## src/rtl/axis_bf_pkg.sv

```systemverilog
// Constants shared by the beamforming datapath blocks.
package axis_bf_pkg;

    localparam int BF_SAMPLES      = 16;
    localparam int BF_PROD_WIDTH   = 16;
    localparam int BF_SAMPLE_WIDTH = 8;
    localparam int BF_WEIGHT_FRAC  = 7;

endpackage

```

## src/rtl/requant_lane.sv

```systemverilog
// One lane: round-half-up, arithmetic right shift and saturate a signed product.
module requant_lane #(
    parameter int IN_W  = 16,
    parameter int OUT_W = 8,
    parameter int SHIFT = 7
) (
    input  logic [IN_W-1:0]  p,
    output logic [OUT_W-1:0] q,
    output logic             sat
);

    localparam logic signed [IN_W:0] RND   = (IN_W+1)'(2 ** (SHIFT - 1));
    localparam logic signed [IN_W:0] MAX_Q = (IN_W+1)'(2 ** (OUT_W - 1) - 1);
    localparam logic signed [IN_W:0] MIN_Q = (IN_W+1)'(-(2 ** (OUT_W - 1)));

    logic signed [IN_W:0] sum;
    logic signed [IN_W:0] sh;
    logic                 over;
    logic                 under;

    // One guard bit keeps p + RND from overflowing for the largest positive product.
    always_comb begin
        sum   = $signed({p[IN_W-1], p}) + RND;
        sh    = sum >>> SHIFT;
        over  = sh > MAX_Q;
        under = sh < MIN_Q;
        sat   = over || under;
        if (over)
            q = MAX_Q[OUT_W-1:0];
        else if (under)
            q = MIN_Q[OUT_W-1:0];
        else
            q = sh[OUT_W-1:0];
    end

endmodule

```

## src/rtl/axis_requantizer.sv

```systemverilog
// Requantizes 16-bit beamformer products to 8 bits per lane behind a 2-entry AXIS skid,
// with saturation and frame statistics.
module axis_requantizer
    import axis_bf_pkg::*;
#(
    parameter int SAMPLES          = BF_SAMPLES,
    parameter int IN_SAMPLE_WIDTH  = BF_PROD_WIDTH,
    parameter int OUT_SAMPLE_WIDTH = BF_SAMPLE_WIDTH,
    parameter int SHIFT            = BF_WEIGHT_FRAC,
    parameter int CNT_WIDTH        = 32
) (
    input  logic                                  CLK,
    input  logic                                  resetn,
    input  logic [SAMPLES*IN_SAMPLE_WIDTH-1:0]    s_axis_tdata,
    input  logic [SAMPLES-1:0]                    s_axis_tkeep,
    input  logic                                  s_axis_tvalid,
    input  logic                                  s_axis_tlast,
    output logic                                  s_axis_tready,
    output logic [SAMPLES*OUT_SAMPLE_WIDTH-1:0]   m_axis_tdata,
    output logic [SAMPLES-1:0]                    m_axis_tkeep,
    output logic                                  m_axis_tvalid,
    output logic                                  m_axis_tlast,
    input  logic                                  m_axis_tready,
    input  logic                                  clr_stats,
    output logic [CNT_WIDTH-1:0]                  sat_count,
    output logic                                  sat_flag,
    output logic [15:0]                           frame_count
);

    localparam int OW = SAMPLES * OUT_SAMPLE_WIDTH;

    logic [OW-1:0]      lane_q;
    logic [SAMPLES-1:0] lane_sat;
    logic               sat_any;

    for (genvar i = 0; i < SAMPLES; i++) begin : g_lane
        requant_lane #(
            .IN_W (IN_SAMPLE_WIDTH),
            .OUT_W(OUT_SAMPLE_WIDTH),
            .SHIFT(SHIFT)
        ) u_lane (
            .p  (s_axis_tdata[i*IN_SAMPLE_WIDTH +: IN_SAMPLE_WIDTH]),
            .q  (lane_q[i*OUT_SAMPLE_WIDTH +: OUT_SAMPLE_WIDTH]),
            .sat(lane_sat[i])
        );
    end

    assign sat_any = |(lane_sat & s_axis_tkeep);

    // Handshake: a transfer happens on a clock edge where valid && ready are both high;
    // valid never depends on ready, and payload holds until the transfer.
    logic          accept;
    logic          drain;
    logic          skid_valid;
    logic          skid_next;
    logic [OW-1:0] skid_data;
    logic [SAMPLES-1:0] skid_keep;
    logic          skid_last;

    assign accept = s_axis_tvalid && s_axis_tready;
    assign drain  = m_axis_tvalid && m_axis_tready;

    always_comb begin
        skid_next = 1'b0;
        if (skid_valid)
            skid_next = !drain;
        else
            skid_next = accept && m_axis_tvalid && !m_axis_tready;
    end

    always_ff @(posedge CLK or negedge resetn) begin
        if (!resetn) begin
            m_axis_tvalid <= 1'b0;
            m_axis_tdata  <= '0;
            m_axis_tkeep  <= '0;
            m_axis_tlast  <= 1'b0;
            skid_valid    <= 1'b0;
            skid_data     <= '0;
            skid_keep     <= '0;
            skid_last     <= 1'b0;
            s_axis_tready <= 1'b0;
        end else begin
            if (skid_valid) begin
                if (drain) begin
                    m_axis_tdata <= skid_data;
                    m_axis_tkeep <= skid_keep;
                    m_axis_tlast <= skid_last;
                    skid_valid   <= 1'b0;
                end
            end else if (accept) begin
                if (!m_axis_tvalid || m_axis_tready) begin
                    m_axis_tvalid <= 1'b1;
                    m_axis_tdata  <= lane_q;
                    m_axis_tkeep  <= s_axis_tkeep;
                    m_axis_tlast  <= s_axis_tlast;
                end else begin
                    skid_valid <= 1'b1;
                    skid_data  <= lane_q;
                    skid_keep  <= s_axis_tkeep;
                    skid_last  <= s_axis_tlast;
                end
            end else if (drain) begin
                m_axis_tvalid <= 1'b0;
            end
            s_axis_tready <= !skid_next;
        end
    end

    // Clear has priority over any statistic event in the same cycle.
    always_ff @(posedge CLK or negedge resetn) begin
        if (!resetn) begin
            sat_count   <= '0;
            sat_flag    <= 1'b0;
            frame_count <= '0;
        end else if (clr_stats) begin
            sat_count   <= '0;
            sat_flag    <= 1'b0;
            frame_count <= '0;
        end else if (accept) begin
            if (sat_any) begin
                sat_flag <= 1'b1;
                if (sat_count != {CNT_WIDTH{1'b1}})
                    sat_count <= sat_count + 1'b1;
            end
            if (s_axis_tlast)
                frame_count <= frame_count + 16'd1;
        end
    end

endmodule

```

## config.mk

```make
export PLATFORM = sky130hd
export DESIGN_NAME = axis_requantizer
export DESIGN_NICKNAME = d
export VERILOG_FILES = /design/src/rtl/axis_bf_pkg.sv /design/src/rtl/requant_lane.sv /design/src/rtl/axis_requantizer.sv
export SDC_FILE = /design/constraint.sdc
export NUM_CORES = 1
export LEC_CHECK = 0
export ABC_AREA = 1
export CORE_ASPECT_RATIO = 0.5
export CORE_UTILIZATION = 45
export CTS_CLUSTER_DIAMETER = 80
export DETAILED_ROUTE_END_ITERATION = 7
export GPL_ROUTABILITY_DRIVEN = 0
export PLACE_DENSITY = 0.73
export SETUP_SLACK_MARGIN = 0.05
export SLEW_MARGIN = 5
export SYNTH_ARGS = -nofsm -noshare
export SYNTH_HDL_FRONTEND = slang
export SYNTH_HIERARCHICAL = 1
export SYNTH_SLANG_ARGS = --single-unit
```

## constraint.sdc

```tcl
create_clock -name CLK -period 2.33 [get_ports CLK]
set_clock_uncertainty 0.1 [all_clocks]
set_input_delay 0.3495 -clock CLK [delete_from_list [all_inputs] [get_ports CLK]]
set_output_delay 0.3495 -clock CLK [all_outputs]
set_load 0.05 [all_outputs]
```

* After elaboration in Yosys (flattened, before gate mapping)
Index checks and enable logic that the tools add are counted.
** Storage, ports and cells
- ROM bits :: 0
- Output and inout port bits :: 196
- Memory bits (writable) :: 0
- Input bits :: 278
- Memories kept :: 0
- Register bits after elaboration :: 342
- Latch bits :: 0
** Cells by class
- Bitwise operators :: 3
- Reductions and logical operators :: 39
- Equality and inequality tests :: 3
- Div/mod/pow operators :: 0
- Magnitude comparators :: 32
- Multipliers :: 0
- Mux-type cells :: 62
- Add/subtract/negate cells :: 18
- Shifts and indexed selects :: 0
** Operators with widths (number)
- $mux 128 :: 4
- $add 16x8->17 const B :: 16
- $mux 8 :: 32
- $gt 10x8->1 const B :: 16
- $lt 10x8->1 const B :: 16
- $mux 32 :: 4
- $mux 16 :: 7
- $add 32x1->32 const B :: 1
- $ne 32x32->1 const B :: 1
- $logic_or 1x1->1 :: 17
- $add 16x1->16 const B :: 1
- $and 16x16->16 :: 1
- $reduce_or 16->1 :: 1
- $mux 1 :: 15
- $reduce_bool 2->1 :: 7
- $reduce_and 3->1 :: 4
- $logic_and 1x1->1 :: 4
- $logic_not 1->1 :: 4
- $reduce_and 2->1 :: 2
- $ne 2x1->1 const B :: 1
- $ne 2x2->1 const B :: 1
- $not 1->1 :: 2

* Longest topological paths before layout
- Word-level depth :: 8
- Depth in mapped cells :: 19
- Gate-level depth less buffers :: 19

* By module
The synthesis kept the hierarchy.
** By module, submodules not included
- axis_requantizer :: area each 15562.4 um^2, instances 1, cells each 1914
- requant_lane :: area each 297.8 um^2, instances 16, cells each 57

* Worst setup path after synthesis
No wires, ideal clock.
- Kind :: input to register
- Start :: input s_axis_tdata[198]
- End :: register sat_count[10]
- Setup slack :: 0.136 ns
- Path buffers :: 1
- Data arrival time :: 1.970 ns
- Setup time :: 0.124 ns
- Stages :: 17
- Cell sequence :: ha_1 > nand2_1 > nor2_2 > nand3_1 > nand2_1 > inv_2 > nand2_2 > nand2_1 > nand2_1 > inv_1 > nor2_1 > nand2_1 > nor2_1 > nand2_1 > nand3_4 > buf_6 > o21ai_1
** On the way
- Longest elaborated chain between the ends :: 7
- Elaborated cells on any way between the ends :: 8
** Ends and longest elaborated chain
- start: declaration :: line axis_requantizer.sv:14 : input logic [SAMPLES*IN_SAMPLE_WIDTH-1:0] s_axis_tdata,
- $add 16x8->17 (*) :: line requant_lane.sv:23 : sum = $signed({p[IN_W-1], p}) + RND;
- $gt 10x8->1 / $lt 10x8->1 (equally long branches) :: line requant_lane.sv:25, requant_lane.sv:26
- $logic_or 1x1->1 (*) :: line requant_lane.sv:27 : sat = over || under;
- net lane_sat[12] :: line axis_requantizer.sv:33 : logic [SAMPLES-1:0] lane_sat;
- $and 16x16->16 (*) :: line axis_requantizer.sv:48 : assign sat_any = |(lane_sat & s_axis_tkeep);
- $reduce_or 16->1 (*) :: line axis_requantizer.sv:48
- $reduce_bool 2->1 (no line) (*)
- $reduce_and 3->1 (no line) (*)
- end signal: assignment :: line axis_requantizer.sv:123 : sat_count <= sat_count + 1'b1;
- end: declaration :: line axis_requantizer.sv:25 : output logic [CNT_WIDTH-1:0] sat_count,
The timed path passes the listed nets; every way through them passes the cells marked *.
A chain may end at the register's enable or synchronous reset.

* Final worst setup path
- Start :: register frame_count[10]
- End :: output frame_count[10]
** RTL lines
- start: declaration :: line axis_requantizer.sv:27 : output logic [15:0] frame_count
- start signal: assignment :: line axis_requantizer.sv:126 : frame_count <= frame_count + 16'd1;
No word-level cell between the ends.

==> impl_metrics.yaml <==
global_route:
  track_usage_pct: 25.99
  grt-ovfl-total: 0
  grt_pass1_vias: 19962
  grt_antenna_before_repair: 6
  grt_pass1_wl_um: 98140
  grt_max_degree: 185
clocking:
  cts.sinks: 342
  clk_pin_slew_worst_paths_ns: 0.06
  clockRootBuffer: "clkbuf_16"
  tritoncts: "yes"
  numCtsBuffers: 34
  worstSkewPairLatency_ns: 0.53
  htreeDepth: 2
  clk_path_buf_depth: 3
die:
  core-area_um2: 44050
  num_io_pins: 474
  die-width_um: 302.6
  dieArea_um2: 46080
  rows: 54
  die_h_um: 152.3
  start_util_pct: 46.14
sta:
  fmax_mhz: 445.8
  post-route-worst-setup-slack_ns: 0.08699
  min_period_over_period_pct: 96.27
  worst_pin_slew_ns: 0.8294
  finalSetupTns_ns: 0
  rsz0062_at_grt: "false"
  hold_viol: 0
  slew_viol_final: 0
  hold_ws_ns: 0.1730
  fin_crit_ns: 2.243
  setup_viol: 0
  slew_headroom_pct: 44.71
synthesis:
  synth_warnings: 6
  netlist_area_um2: 20330
  seq_area_frac_synth_pct: 42.10
  synthCells: 2826
  synth_cell_type_count: 32
  ys_ff_latch: 342
  synth_nets: 3122
  syn_avg_cell_area_um2: 7.193
layout:
  finish.instance_area_um2: 29460
  fillerInstances: 3537
  seqCellArea_um2: 8562
  syn_to_final_growth_pct: 44.91
  multi_input_area_um2: 10880
  final-instance-count-excl-fill: 4120
  fin_nets: 3796
  drive_gt1_share_pct: 23.72
  fin_util_pct: 66.87
route:
  first_pass_iters: 5
  detail_route.wl_per_cell_um: 14.91
  finalWirelength_um: 61410
  antenna_left: 0
  drt_iter0_drc: 1386
  drc_errors: 0
  viasPerCell: 4.971
  vias: 20479
power:
  pwr_density_cell_nw_per_um2: 1082
  switchingPower_mw: 14.45
  comb_power_share_pct: 50.3
  seqPwrFrac_pct: 31.6
  p_sw_share_pct: 45.34
  power_mw: 31.88
  intPower_mw: 17.43
  peakVddDrop_v: 0.001197
  leakagePower_nw: 15.26
  clkPwrFrac_pct: 18.1
placement:
  dp_worst_setup_slack_ns: -0.9408
  place_area_um2: 26570
  dp_cells: 3946
  hpwlAfterDp_um: 43010
  io_buffers: 377
min_path:
  hp-class: "in -> async"
critical_path:
  cp_data_arrival_time_ns: 1.79
  end_kind: "output port"
  worst-path-buf-inv: 1
  crit_chain: "clkdlybuf4s50_1"
  cp-start-kind: "flop"
  path_class: "reg -> out"
  critPathMaxFanout: 5
  crit_family: "buffers and inverters"
  required_ns: 1.88
  critPathSlowestCell: "clkdlybuf4s50_1"
  cpPeakStageDelay_ns: 0.84
run_status:
  outcome: "complete, no violations"
job:
  maxCapViolCount: 0
==> power by group through the flow <==
stage,Clock (mW),Combinational [mW],Sequential [mW]
final,5.77,16.0,10.1
after global routing,6.09,17.2,10.3
after CTS,5.85,16.0,10.1
after detailed placement,0,15.7,10.1
after global placement,0,15.4,10.0
after floorplan,0,5.63,14.2
==> synth_stat cells (all sizes together) <==
| master | count | area [um2] |
|---|---|---|
| xnor2 | 48 | 420.4 |
| nor2 | 444 | 1903 |
| nor3 | 9 | 45.04 |
| o21ai | 193 | 1079 |
| clkbuf | 59 | 221.5 |
| nand2 | 821 | 3347 |
| o21bai | 5 | 37.54 |
| a21oi | 307 | 1536 |
| and2 | 1 | 6.260 |
| ha | 18 | 225.2 |
| inv | 330 | 1239 |
| dfrtp | 342 | 8558 |
| o211ai | 1 | 7.510 |
| nand3 | 110 | 728.2 |
| nand4 | 22 | 137.6 |
| or2 | 16 | 100.1 |
| buf | 50 | 299.0 |
| xor2 | 49 | 429.2 |
| o21a | 1 | 7.510 |
==> logic make-up (layout without fill, tap and decap cells) <==
group / Yosys count / count (layout) / synth area share [%]
compound gates: 507 / 507 / 13.12
other cells: 0 / 8 / 0
fa+ha+maj: 18 / 18 / 1.108
buf+inv: 439 / 1137 / 8.654
simple gates: 1423 / 1423 / 30.83
xor+xnor: 97 / 97 / 4.179
flops: 342 / 342 / 42.10
==> final cells by class <==
cell class                      instances  area share, %
Antenna cell                            8        0.06796
Multi-Input combinational cell       2045          36.93
Clock buffer                           49          3.356
Sequential cell                       342          29.07
Tap cell                              588          2.498
Timing Repair Buffer                  747          23.30
Inverter                              330          4.222
Clock inverter                         11         0.5522
==> sequential cells by signal, summed over array words and instances, names as in the netlist <==
register,flops
sat_flag,1
m_axis_tvalid,1
m_axis_tdata,128
frame_count,16
m_axis_tkeep,16
sat_count,32
s_axis_tready,1
skid_last,1
m_axis_tlast,1
skid_data,128
skid_valid,1
skid_keep,16
==> repair_timing <==
| item | CTS | global route |
|---|---|---|
| endpoints found under the setup margin | 54 | 48 |
| hold buffers | 1 | 0 |
| buffers inserted | 85 | 14 |
| endpoints found under the hold margin | 249 | 0 |
| gates resized for setup | 270 | 272 |
| gates cloned | 5 | 2 |
| pin swaps | 58 | 110 |
==> placed cells by master, fill, tap and decap left out, types with 10 or more instances in the layout <==
cell,n
nand2_1,653
nor2_1,370
dfrtp_1,341
buf_4,336
a21oi_1,307
inv_1,295
clkdlybuf4s50_1,194
o21ai_0,162
nand2_2,125
dlygate4sd2_1,68
dlymetal6s2s_1,62
nand3_1,59
nor2_4,56
xor2_1,49
xnor2_1,48
nand2_4,43
nand3_2,42
clkbuf_16,37
clkbuf_2,36
inv_2,34
o21ai_2,30
nand4_1,22
buf_12,22
nor2_2,17
or2_1,14
clkdlybuf4s15_1,14
ha_2,10
==> metal layers <==
metal / routed length, um / up-vias / global-route usage [%]
met5: 0 / - / 0
met4: 3147 / 0 / 12.32
met3: 1853 / 162 / 2.908
met2: 31670 / 431 / 46.64
met1: 24740 / 9651 / 30.97
li1: - / 10235 / -
==> final timing paths <==
| check | from | to | slack [ns] | depth (start not counted) |
|---|---|---|---|---|
| setup / recovery | frame_count[10]$_DFFE_PN0P_ | frame_count[10] | 0.09 | 1 |
| hold / removal | resetn | sat_count[0]$_DFFE_PN0P_ | 0.17 | 2 |
| setup reg to reg | sat_count[1]$_DFFE_PN0P_ | sat_count[6]$_DFFE_PN0P_ | 0.26 | 11 |
| hold reg to reg | skid_data[27]$_DFFE_PN0P_ | skid_data[27]$_DFFE_PN0P_ | 0.39 | 2 |
| max in group asynchronous | resetn | skid_data[27]$_DFFE_PN0P_ | 1.14 | 3 |
| min in group CLK | s_axis_tdata[231] | skid_data[112]$_DFFE_PN0P_ | 0.28 | 6 |
Power figures use the tool's default switching activity.
